`src/rtl/pixel_scan_counter_pkg.sv`:
```
// Shared GPU compositing constants, scan FSM states and a counter-width helper.
package pixel_scan_counter_pkg;

  localparam int unsigned H_RES_DEF      = 1920;
  localparam int unsigned V_RES_DEF      = 1080;
  localparam int unsigned NUM_LAYERS_DEF = 32;
  localparam int unsigned FCNT_W_DEF     = 8;

  typedef enum logic {
    IDLE = 1'b0,
    SCAN = 1'b1
  } scan_state_e;

  // Bits needed to hold 0..n-1, never less than one.
  function automatic int unsigned cnt_w(input int unsigned n);
    return (n > 1) ? $clog2(n) : 1;
  endfunction

endpackage

```
`src/rtl/pixel_scan_counter_wrap.sv`:
```
// Modulo-N counter with synchronous clear and a wrap carry for chaining.
module wrap_counter
  import pixel_scan_counter_pkg::*;
#(
  parameter int unsigned N = 2,
  parameter int unsigned W = cnt_w(N)
) (
  input  logic         clk,
  input  logic         reset,
  input  logic         clear,
  input  logic         inc,
  output logic [W-1:0] count,
  output logic         wrap_c
);

  logic [W-1:0] count_q;
  logic [W-1:0] count_d;
  logic         at_max_c;

  assign at_max_c = (count_q == W'(N - 1));

  // Clear outranks inc; wrap is by explicit compare, never by overflow.
  always_comb begin
    count_d = count_q;
    wrap_c  = 1'b0;
    if (clear) begin
      count_d = '0;
    end else if (inc) begin
      if (at_max_c) begin
        count_d = '0;
        wrap_c  = 1'b1;
      end else begin
        count_d = count_q + W'(1);
      end
    end
  end

  always_ff @(posedge clk or negedge reset) begin
    if (!reset) count_q <= '0;
    else        count_q <= count_d;
  end

  assign count = count_q;

endmodule

```
`src/rtl/pixel_scan_counter.sv`:
```
// Frame scan-position generator: layer/x/y counters chained by wrap carries,
// IDLE/SCAN frame FSM, line/frame pulses and a completed-frame counter.
module pixel_scan_counter
  import pixel_scan_counter_pkg::*;
#(
  parameter int unsigned H_RES      = H_RES_DEF,
  parameter int unsigned V_RES      = V_RES_DEF,
  parameter int unsigned NUM_LAYERS = NUM_LAYERS_DEF,
  parameter int unsigned CONTINUOUS = 0,
  parameter int unsigned FCNT_W     = FCNT_W_DEF
) (
  input  logic                           clk,
  input  logic                           reset,
  input  logic                           start,
  input  logic                           restart,
  input  logic                           next_layer,
  input  logic                           next_pixel,
  output logic [cnt_w(NUM_LAYERS)-1:0]   layer,
  output logic [cnt_w(H_RES)-1:0]        x,
  output logic [cnt_w(V_RES)-1:0]        y,
  output logic                           busy,
  output logic                           last_layer,
  output logic                           line_end,
  output logic                           frame_done,
  output logic [FCNT_W-1:0]              frame_count
);

  localparam int unsigned LAYER_W = cnt_w(NUM_LAYERS);

  scan_state_e       state_q, state_d;
  logic              line_end_q, line_end_d;
  logic              frame_done_q, frame_done_d;
  logic [FCNT_W-1:0] frame_count_q, frame_count_d;

  logic scan_c, arm_c, zero_c;
  logic layer_clear_c, layer_inc_c, layer_wrap_c;
  logic x_inc_c, x_wrap_c, y_wrap_c;

  // restart outranks every strobe and start; strobes only count in SCAN.
  assign scan_c        = (state_q == SCAN) && !restart;
  assign arm_c         = (state_q == IDLE) && start && !restart;
  assign zero_c        = restart || arm_c;
  assign layer_clear_c = zero_c || (scan_c && next_pixel);
  assign layer_inc_c   = scan_c && next_layer;
  assign x_inc_c       = scan_c && (next_pixel || layer_wrap_c);

  wrap_counter #(.N(NUM_LAYERS)) u_layer (
    .clk    (clk),
    .reset  (reset),
    .clear  (layer_clear_c),
    .inc    (layer_inc_c),
    .count  (layer),
    .wrap_c (layer_wrap_c)
  );

  wrap_counter #(.N(H_RES)) u_x (
    .clk    (clk),
    .reset  (reset),
    .clear  (zero_c),
    .inc    (x_inc_c),
    .count  (x),
    .wrap_c (x_wrap_c)
  );

  wrap_counter #(.N(V_RES)) u_y (
    .clk    (clk),
    .reset  (reset),
    .clear  (zero_c),
    .inc    (x_wrap_c),
    .count  (y),
    .wrap_c (y_wrap_c)
  );

  always_comb begin
    state_d       = state_q;
    line_end_d    = x_wrap_c;
    frame_done_d  = y_wrap_c;
    frame_count_d = frame_count_q;
    if (y_wrap_c) frame_count_d = frame_count_q + FCNT_W'(1);
    if (restart) begin
      state_d = SCAN;
    end else begin
      case (state_q)
        IDLE:    if (start) state_d = SCAN;
        SCAN:    if (y_wrap_c && (CONTINUOUS == 0)) state_d = IDLE;
        default: state_d = IDLE;
      endcase
    end
  end

  always_ff @(posedge clk or negedge reset) begin
    if (!reset) begin
      state_q       <= IDLE;
      line_end_q    <= 1'b0;
      frame_done_q  <= 1'b0;
      frame_count_q <= '0;
    end else begin
      state_q       <= state_d;
      line_end_q    <= line_end_d;
      frame_done_q  <= frame_done_d;
      frame_count_q <= frame_count_d;
    end
  end

  assign busy        = (state_q == SCAN);
  assign last_layer  = (layer == LAYER_W'(NUM_LAYERS - 1));
  assign line_end    = line_end_q;
  assign frame_done  = frame_done_q;
  assign frame_count = frame_count_q;

endmodule

```
`config.mk`:
```
export PLATFORM = sky130hd
export DESIGN_NAME = pixel_scan_counter
export DESIGN_NICKNAME = d
export VERILOG_FILES = /design/src/rtl/pixel_scan_counter_pkg.sv /design/src/rtl/pixel_scan_counter_wrap.sv /design/src/rtl/pixel_scan_counter.sv
export SDC_FILE = /design/constraint.sdc
export NUM_CORES = 1
export LEC_CHECK = 0
export BUFFER_PORTS_ARGS = -buffer_cell sky130_fd_sc_hd__buf_2
export CORE_AREA = 2 2 55 78
export CTS_CLUSTER_DIAMETER = 200
export DETAILED_ROUTE_END_ITERATION = 16
export DIE_AREA = 0 0 57 80
export HOLD_SLACK_MARGIN = 0.03
export PLACE_DENSITY = 0.73
export SETUP_SLACK_MARGIN = 0.4
export SLEW_MARGIN = 20
export SYNTH_ARGS = -nofsm -noshare
export SYNTH_HDL_FRONTEND = slang
export SYNTH_HIERARCHICAL = 1
export SYNTH_SLANG_ARGS = --single-unit
```
`constraint.sdc`:
```
create_clock -name clk -period 5.1 [get_ports clk]
set_input_delay 1.02 -clock clk [delete_from_list [all_inputs] [get_ports clk]]
set_output_delay 1.02 -clock clk [all_outputs]
set_load 0.1 [all_outputs]
```
# --- Word-level counts from Yosys, hierarchy flattened ---
# Index checks and enable logic that the tools add are counted.
classes:
  eq_ne: 3
  bitwise: 1
  add_sub_neg: 4
  n_mux: 22
  n_reduce_logical: 13
ops:
  columns: ["op", "n"]
  rows:
  - ["two-way mux 11 bit", 6]
  - ["adder 11 x 1 -> 11 bit (second input constant)", 2]
  - ["== test 11 bit (second input constant)", 2]
  - ["two-way mux 5 bit", 3]
  - ["two-way mux 1 bit", 12]
  - ["adder 8 x 1 -> 8 bit (second input constant)", 1]
  - ["logical AND 1 bit", 6]
  - ["nonzero test 2 bit", 3]
  - ["adder 5 x 1 -> 5 bit (second input constant)", 1]
  - ["== test 5 bit (second input constant)", 1]
  - ["logical OR 1 bit", 3]
  - ["case mux 1 bit (2 select lines)", 1]
  - ["zero test 1 bit", 1]
  - ["inverter 1 bit", 1]
totals:
  wordCells: 50
  out_inout_bits: 39
  reg_bits: 38

# --- Depth between registers and ports, before layout ---
logic_depth:
  ltp_word: 15
  depth_mapped: 14
  ltp_nobuf: 13

# --- Hierarchy ---
# The synthesis kept the hierarchy.
by_module_without_submodules:
  columns: ["mod", "cells_per_inst", "n_inst", "seq_area_each_um2", "area_each_um2"]
  rows:
  - ["wrap_counter (u_x)", 63, 1, 275.3, 636.9]
  - ["wrap_counter (u_y)", 63, 1, 275.3, 603.1]
  - ["pixel_scan_counter", 41, 1, 275.3, 465.4]
  - ["wrap_counter (u_layer)", 27, 1, 125.1, 281.5]

# --- Least setup slack after synthesis ---
# OpenSTA, ideal clock, no wires.
synth_path:
  path_kind: "register -> register"
  startpoint: "register u_layer.count_q[0] (netlist: u_layer/count[0])"
  endpoint: "register frame_count_q[7] (netlist: frame_count[7])"
  slack_ps: 797
  setup_ps: 161
  stages_incl_launch_ff: 15
  n_path_buf: 1
  period_less_slack_ps: 4303
  t_required_ps: 4939
  t_arrival_ps: 4142
  path_cell_list: "dfrtp_1 > ha_1 > and3_1 > ha_1 > nand2_1 > nor2_1 > nor2_1 > nor3_1 > inv_1 > nor3_1 > clkbuf_1 > nor3b_2 > nand4_2 > nor3_2 > xor2_1"
synth_via:
  elab_chain_len: 10
synth_rtl:
  columns: ["item", "line_no", "text"]
  rows:
  - ["from (decl)", "pixel_scan_counter_wrap.sv:16", "logic [W-1:0] count_q;"]
  - ["from (signal assigned)", "pixel_scan_counter_wrap.sv:40", "else count_q <= count_d;"]
  - ["== test 5 bit", "pixel_scan_counter_wrap.sv:20", "assign at_max_c = (count_q == W'(N - 1));"]
  - ["two-way mux 1 bit", "pixel_scan_counter_wrap.sv:29", "if (at_max_c) begin"]
  - ["two-way mux 1 bit", "pixel_scan_counter_wrap.sv:28", "end else if (inc) begin"]
  - ["two-way mux 1 bit", "pixel_scan_counter_wrap.sv:26", "if (clear) begin"]
  - ["named net layer_wrap_c", "pixel_scan_counter.sv:36", "logic layer_clear_c, layer_inc_c, layer_wrap_c;"]
  - ["logical OR 1 bit", "pixel_scan_counter.sv:45", "assign x_inc_c = scan_c && (next_pixel || layer_wrap_c);"]
  - ["logical AND 1 bit", "pixel_scan_counter.sv:45", null]
  - ["named net x_inc_c", "pixel_scan_counter.sv:37", "logic x_inc_c, x_wrap_c, y_wrap_c;"]
  - ["two-way mux 1 bit", "pixel_scan_counter_wrap.sv:28", null]
  - ["two-way mux 1 bit", "pixel_scan_counter_wrap.sv:26", null]
  - ["named net line_end_d", "pixel_scan_counter.sv:31", "logic line_end_q, line_end_d;"]
  - ["two-way mux 1 bit", "pixel_scan_counter_wrap.sv:28", null]
  - ["two-way mux 1 bit", "pixel_scan_counter_wrap.sv:26", null]
  - ["named net frame_done_d", "pixel_scan_counter.sv:32", "logic frame_done_q, frame_done_d;"]
  - ["to (signal assigned)", "pixel_scan_counter.sv:101", "frame_count_q <= frame_count_d;"]
  - ["to (decl)", "pixel_scan_counter.sv:33", "logic [FCNT_W-1:0] frame_count_q, frame_count_d;"]
# The timed path passes the listed nets, and every way through them passes these cells.
# A chain may end at the register's enable or synchronous reset.

# --- Worst setup path after layout ---
layout_path:
  startpoint: "input restart"
  endpoint: "register frame_count_q[7] (netlist: frame_count[7])"
layout_via:
  elab_chain_len: 11
layout_rtl:
  columns: ["item", "line_no", "text"]
  rows:
  - ["from (decl)", "pixel_scan_counter.sv:15", "input logic restart,"]
  - ["zero test 1 bit", "pixel_scan_counter.sv:40", "assign scan_c = (state_q == SCAN) && !restart;"]
  - ["logical AND 1 bit", "pixel_scan_counter.sv:40", null]
  - ["logical AND 1 bit", "pixel_scan_counter.sv:44", "assign layer_inc_c = scan_c && next_layer;"]
  - ["named net layer_inc_c", "pixel_scan_counter.sv:36", null]
  - ["two-way mux 1 bit", "pixel_scan_counter_wrap.sv:28", null]
  - ["two-way mux 1 bit", "pixel_scan_counter_wrap.sv:26", null]
  - ["named net layer_wrap_c", "pixel_scan_counter.sv:36", null]
  - ["logical OR 1 bit", "pixel_scan_counter.sv:45", null]
  - ["logical AND 1 bit", "pixel_scan_counter.sv:45", null]
  - ["named net x_inc_c", "pixel_scan_counter.sv:37", null]
  - ["two-way mux 1 bit", "pixel_scan_counter_wrap.sv:28", null]
  - ["two-way mux 1 bit", "pixel_scan_counter_wrap.sv:26", null]
  - ["named net line_end_d", "pixel_scan_counter.sv:31", null]
  - ["two-way mux 1 bit", "pixel_scan_counter_wrap.sv:28", null]
  - ["two-way mux 1 bit", "pixel_scan_counter_wrap.sv:26", null]
  - ["named net frame_done_d", "pixel_scan_counter.sv:32", null]
# The timed path passes the listed nets, and every way through them passes these cells.

==> results.cfg <==
[min_path]
hold_depth = 1
hp-class = flip-flop to flip-flop
hold_end = frame_count[7]$_DFFE_PN0P_
holdCritStartpoint = frame_count[7]$_DFFE_PN0P_

[clock_tree]
path_clk_slew_ps = 70
clockBufferDepth = 2
ctsResizeCount = 0
insertion_delay_ps = 290
cts_tree = built
cts_max_level = 2
postCtsHoldBufs = 0
postCtsSetupBuffers = 0
numCtsBuffers = 5
clock-sinks = 38
cts_root_buf = clkbuf_8

[status]
outcome = completed

[logic_synthesis]
synth_edf_count = 0
netlist_area_um2 = 1990
synthFlopType = dfrtp_1
synth_warnings = 6
ys_top_cells_by_area = dfrtp_1 48%, xor2_1 4.8%, nor2_1 4.5%
synth-seq-area-share_pct = 47.9
synth_top_area_cell = dfrtp_1
syn_area_per_cell_um2 = 10.2
yosysUniqueCellTypes = 40
syn_nets = 205
async_flop_share_pct = 100
ys_seq_elements = 38
synth_top_area_share_pct = 47.9
syn_inst = 194

[grt]
grt_pass1_wl_mm = 6.71
grtUsageTotal_pct = 19.0
grt_overflow_total = 0
grt-busiest-layer = met2
antenna_found_initial = 0
grt_util_met1_pct = 24.2
grt_pass1_vias = 1443
use_met3_pct = 3.89
grt_use_met2_pct = 31.0
grt_max_degree = 39

[worst_setup_path]
r2r-start = u_layer/count[0]$_DFFE_PN0P_
rr_worst_depth = 15
required_ps = 5310
end_kind = flip-flop
critPathKind = primary input to flip-flop
r2r-end = frame_count[7]$_DFFE_PN0P_
cpMaxStageDelayCell = nor3b_2
critPathArrivalTime_ps = 3620
crit_path_start_kind = primary input
r2r_setup_slack_ps = 1810
cp_slowest_stage_delay_ps = 460
cp_max_fo = 14
cp-startpoint = restart
cp_common_cell = buf_4
critical_path.cell_chain = buf_2, nor3b_1, buf_4, nand2_1, nor2_1, nor2_1, nor3_1, buf_4, inv_1, nor3_1, buf_4, nor3b_2, nand4_2, nor3_2, xor2_1

[job]
cap_violations = 0

[detailed_routing]
vias = 1641
first_pass_iters = 4
wirelength_mm = 4.03
drt_iter0_markers = 85
wire_per_inst_um = 14.0
vias_per_cell = 5.72
postRouteAntennaNets = 0
remaining_drc_errors = 0

[sta]
finalSetupViolations = 0
fin_setup_tns_ps = 0
worst_pin_slew_ps = 817
finalClockSkew_ps = 5.14
drv_slew = 0
min_period_ps = 3410
finalHoldViolations = 0
finalCritPeriodShare_pct = 66.8
rsz0062_at_grt = false
slew_headroom_pct = 45.5
max_freq_mhz = 294

[finish]
n_antenna_cell = 0
nNetsFinal = 254
syn_to_final_growth_pct = 17.6
multi_input_area_um2 = 976
regArea_um2 = 951
drive_gt1_share_pct = 27.9
fill_cells = 362

[floorplanning]
die_area_um2 = 4560
coreArea_um2 = 3850
die_h_um = 80
ios = 45
initial_utilization_pct = 51.6
rows = 27
die_w_um = 57

[placement]
io_buffers = 44
dp_hpwl_mm = 2.87
place_congestion = 0.935

[power_and_ir_drop]
switching_share_pct = 23.3
ir_drop_mv = 0.195
pwr-share-comb_pct = 6.2
p_leak_nw = 1.17
power.switching_mw = 0.127
seqPwrFrac_pct = 55.8
cellPowerDensity_nw_per_um2 = 234
p_int_mw = 0.419
finalPower_mw = 0.546
p_clk_share_pct = 38.0
[registers in the layout, summed over array words and instances, names as in the netlist]
| register | flops |
|---|---|
| busy | 1 |
| frame_count | 8 |
| frame_done | 1 |
| line_end | 1 |
| u_layer/count | 5 |
| u_x/count | 11 |
| u_y/count | 11 |
[worst max-delay path, delay by kind of cell]
kind,cells,cell delay (ps)
and+or+nand+nor,9,1610
xor gates and xnor gates,1,150
buffers and inverters,5,820
[layer usage]
metal  share of wire, %  vias up
li1                   -      795
met1                 45      797
met2                 49       43
met3                4.2        6
met4                1.9        0
met5                  0        -
[power groups by stage]
stage                     combinational [mW]  sequential [mW]  clock, mW
final                                 0.0341            0.305      0.208
after global routing                  0.0380            0.305      0.226
after CTS                             0.0349            0.304      0.216
after detailed placement              0.0348            0.310          0
after global placement                0.0342            0.310          0
after floorplan                       0.0133            0.320          0
[placed cells by master, fill, tap and decap left out, types with 2 or more instances in the layout]
cell / n
buf_2: 44
dfrtp_1: 38
nor2_1: 24
nand2_1: 16
a21oi_1: 13
xor2_1: 11
nand4_1: 8
inv_1: 6
nand3_1: 6
xnor2_1: 6
clkbuf_8: 6
o21ai_0: 5
ha_1: 5
nand2b_1: 5
or3_1: 5
nor3_1: 4
o31ai_1: 4
nand4_2: 3
buf_4: 3
mux2i_1: 3
o2111ai_1: 3
and3_1: 2
nor3b_2: 2
or4_1: 2
o311ai_0: 2
or4_4: 2
[area by class of cell]
cell class              count  area share [%]
clock buffers               7            3.69
clock inverters             1           0.214
inverters                   6           0.964
multi-input cells         145            41.8
flip-flops and latches     38            40.7
well taps                  43            2.30
repair buffers             47            10.4
[logic make-up (layout without fill, tap and decap cells)]
kind of cell    after synthesis  after routing  share of synthesized area (%)
compound gates               33             33                           11.9
xor+xnor                     17             17                           7.49
fa+ha+maj                     5              5                           3.15
buf+inv                      11             61                           3.02
flops                        38             38                           47.9
mux                           4              4                           2.08
simple gates                 86             86                           24.5
[stage by stage]
stage | util [%] | area [um^2] | setup slack, ps | instances | hold slack (ps)
after floorplan | - | 1990 | 797 | 194 | 724
after global placement | 58.3 | 2250 | 1500 | 279 | 464
after detailed placement | 58.3 | 2250 | 1410 | 279 | 472
after global routing | 60.7 | 2340 | 1420 | 287 | 492
after CTS | 60.7 | 2340 | 1710 | 287 | 483
final | 60.7 | 2340 | 1690 | 287 | 484
[worst max path at each step]
stage	cells after the start	slack [ps]	endpoint
after floorplan	14	800	frame_count[7]$_DFFE_PN0P_
after global placement	15	1500	frame_count[7]$_DFFE_PN0P_
after detailed placement	15	1410	frame_count[7]$_DFFE_PN0P_
after CTS	15	1710	frame_count[7]$_DFFE_PN0P_
after global routing	15	1420	frame_count[7]$_DFFE_PN0P_
final	15	1690	frame_count[7]$_DFFE_PN0P_
[cell usage after synthesis, types with 2 or more instances]
master	number
a21oi_1	13
and3_1	2
buf_6	2
clkbuf_1	2
dfrtp_1	38
ha_1	5
inv_1	6
mux2i_1	3
nand2_1	16
nand2b_1	5
nand3_1	6
nand4_1	8
nand4_2	3
nor2_1	24
nor3_1	4
nor3b_2	2
o2111ai_1	3
o21ai_0	5
o311ai_0	2
o31ai_1	4
or3_1	5
or4_1	2
or4_4	2
xnor2_1	6
xor2_1	11
(Power assumes the default switching activity.)
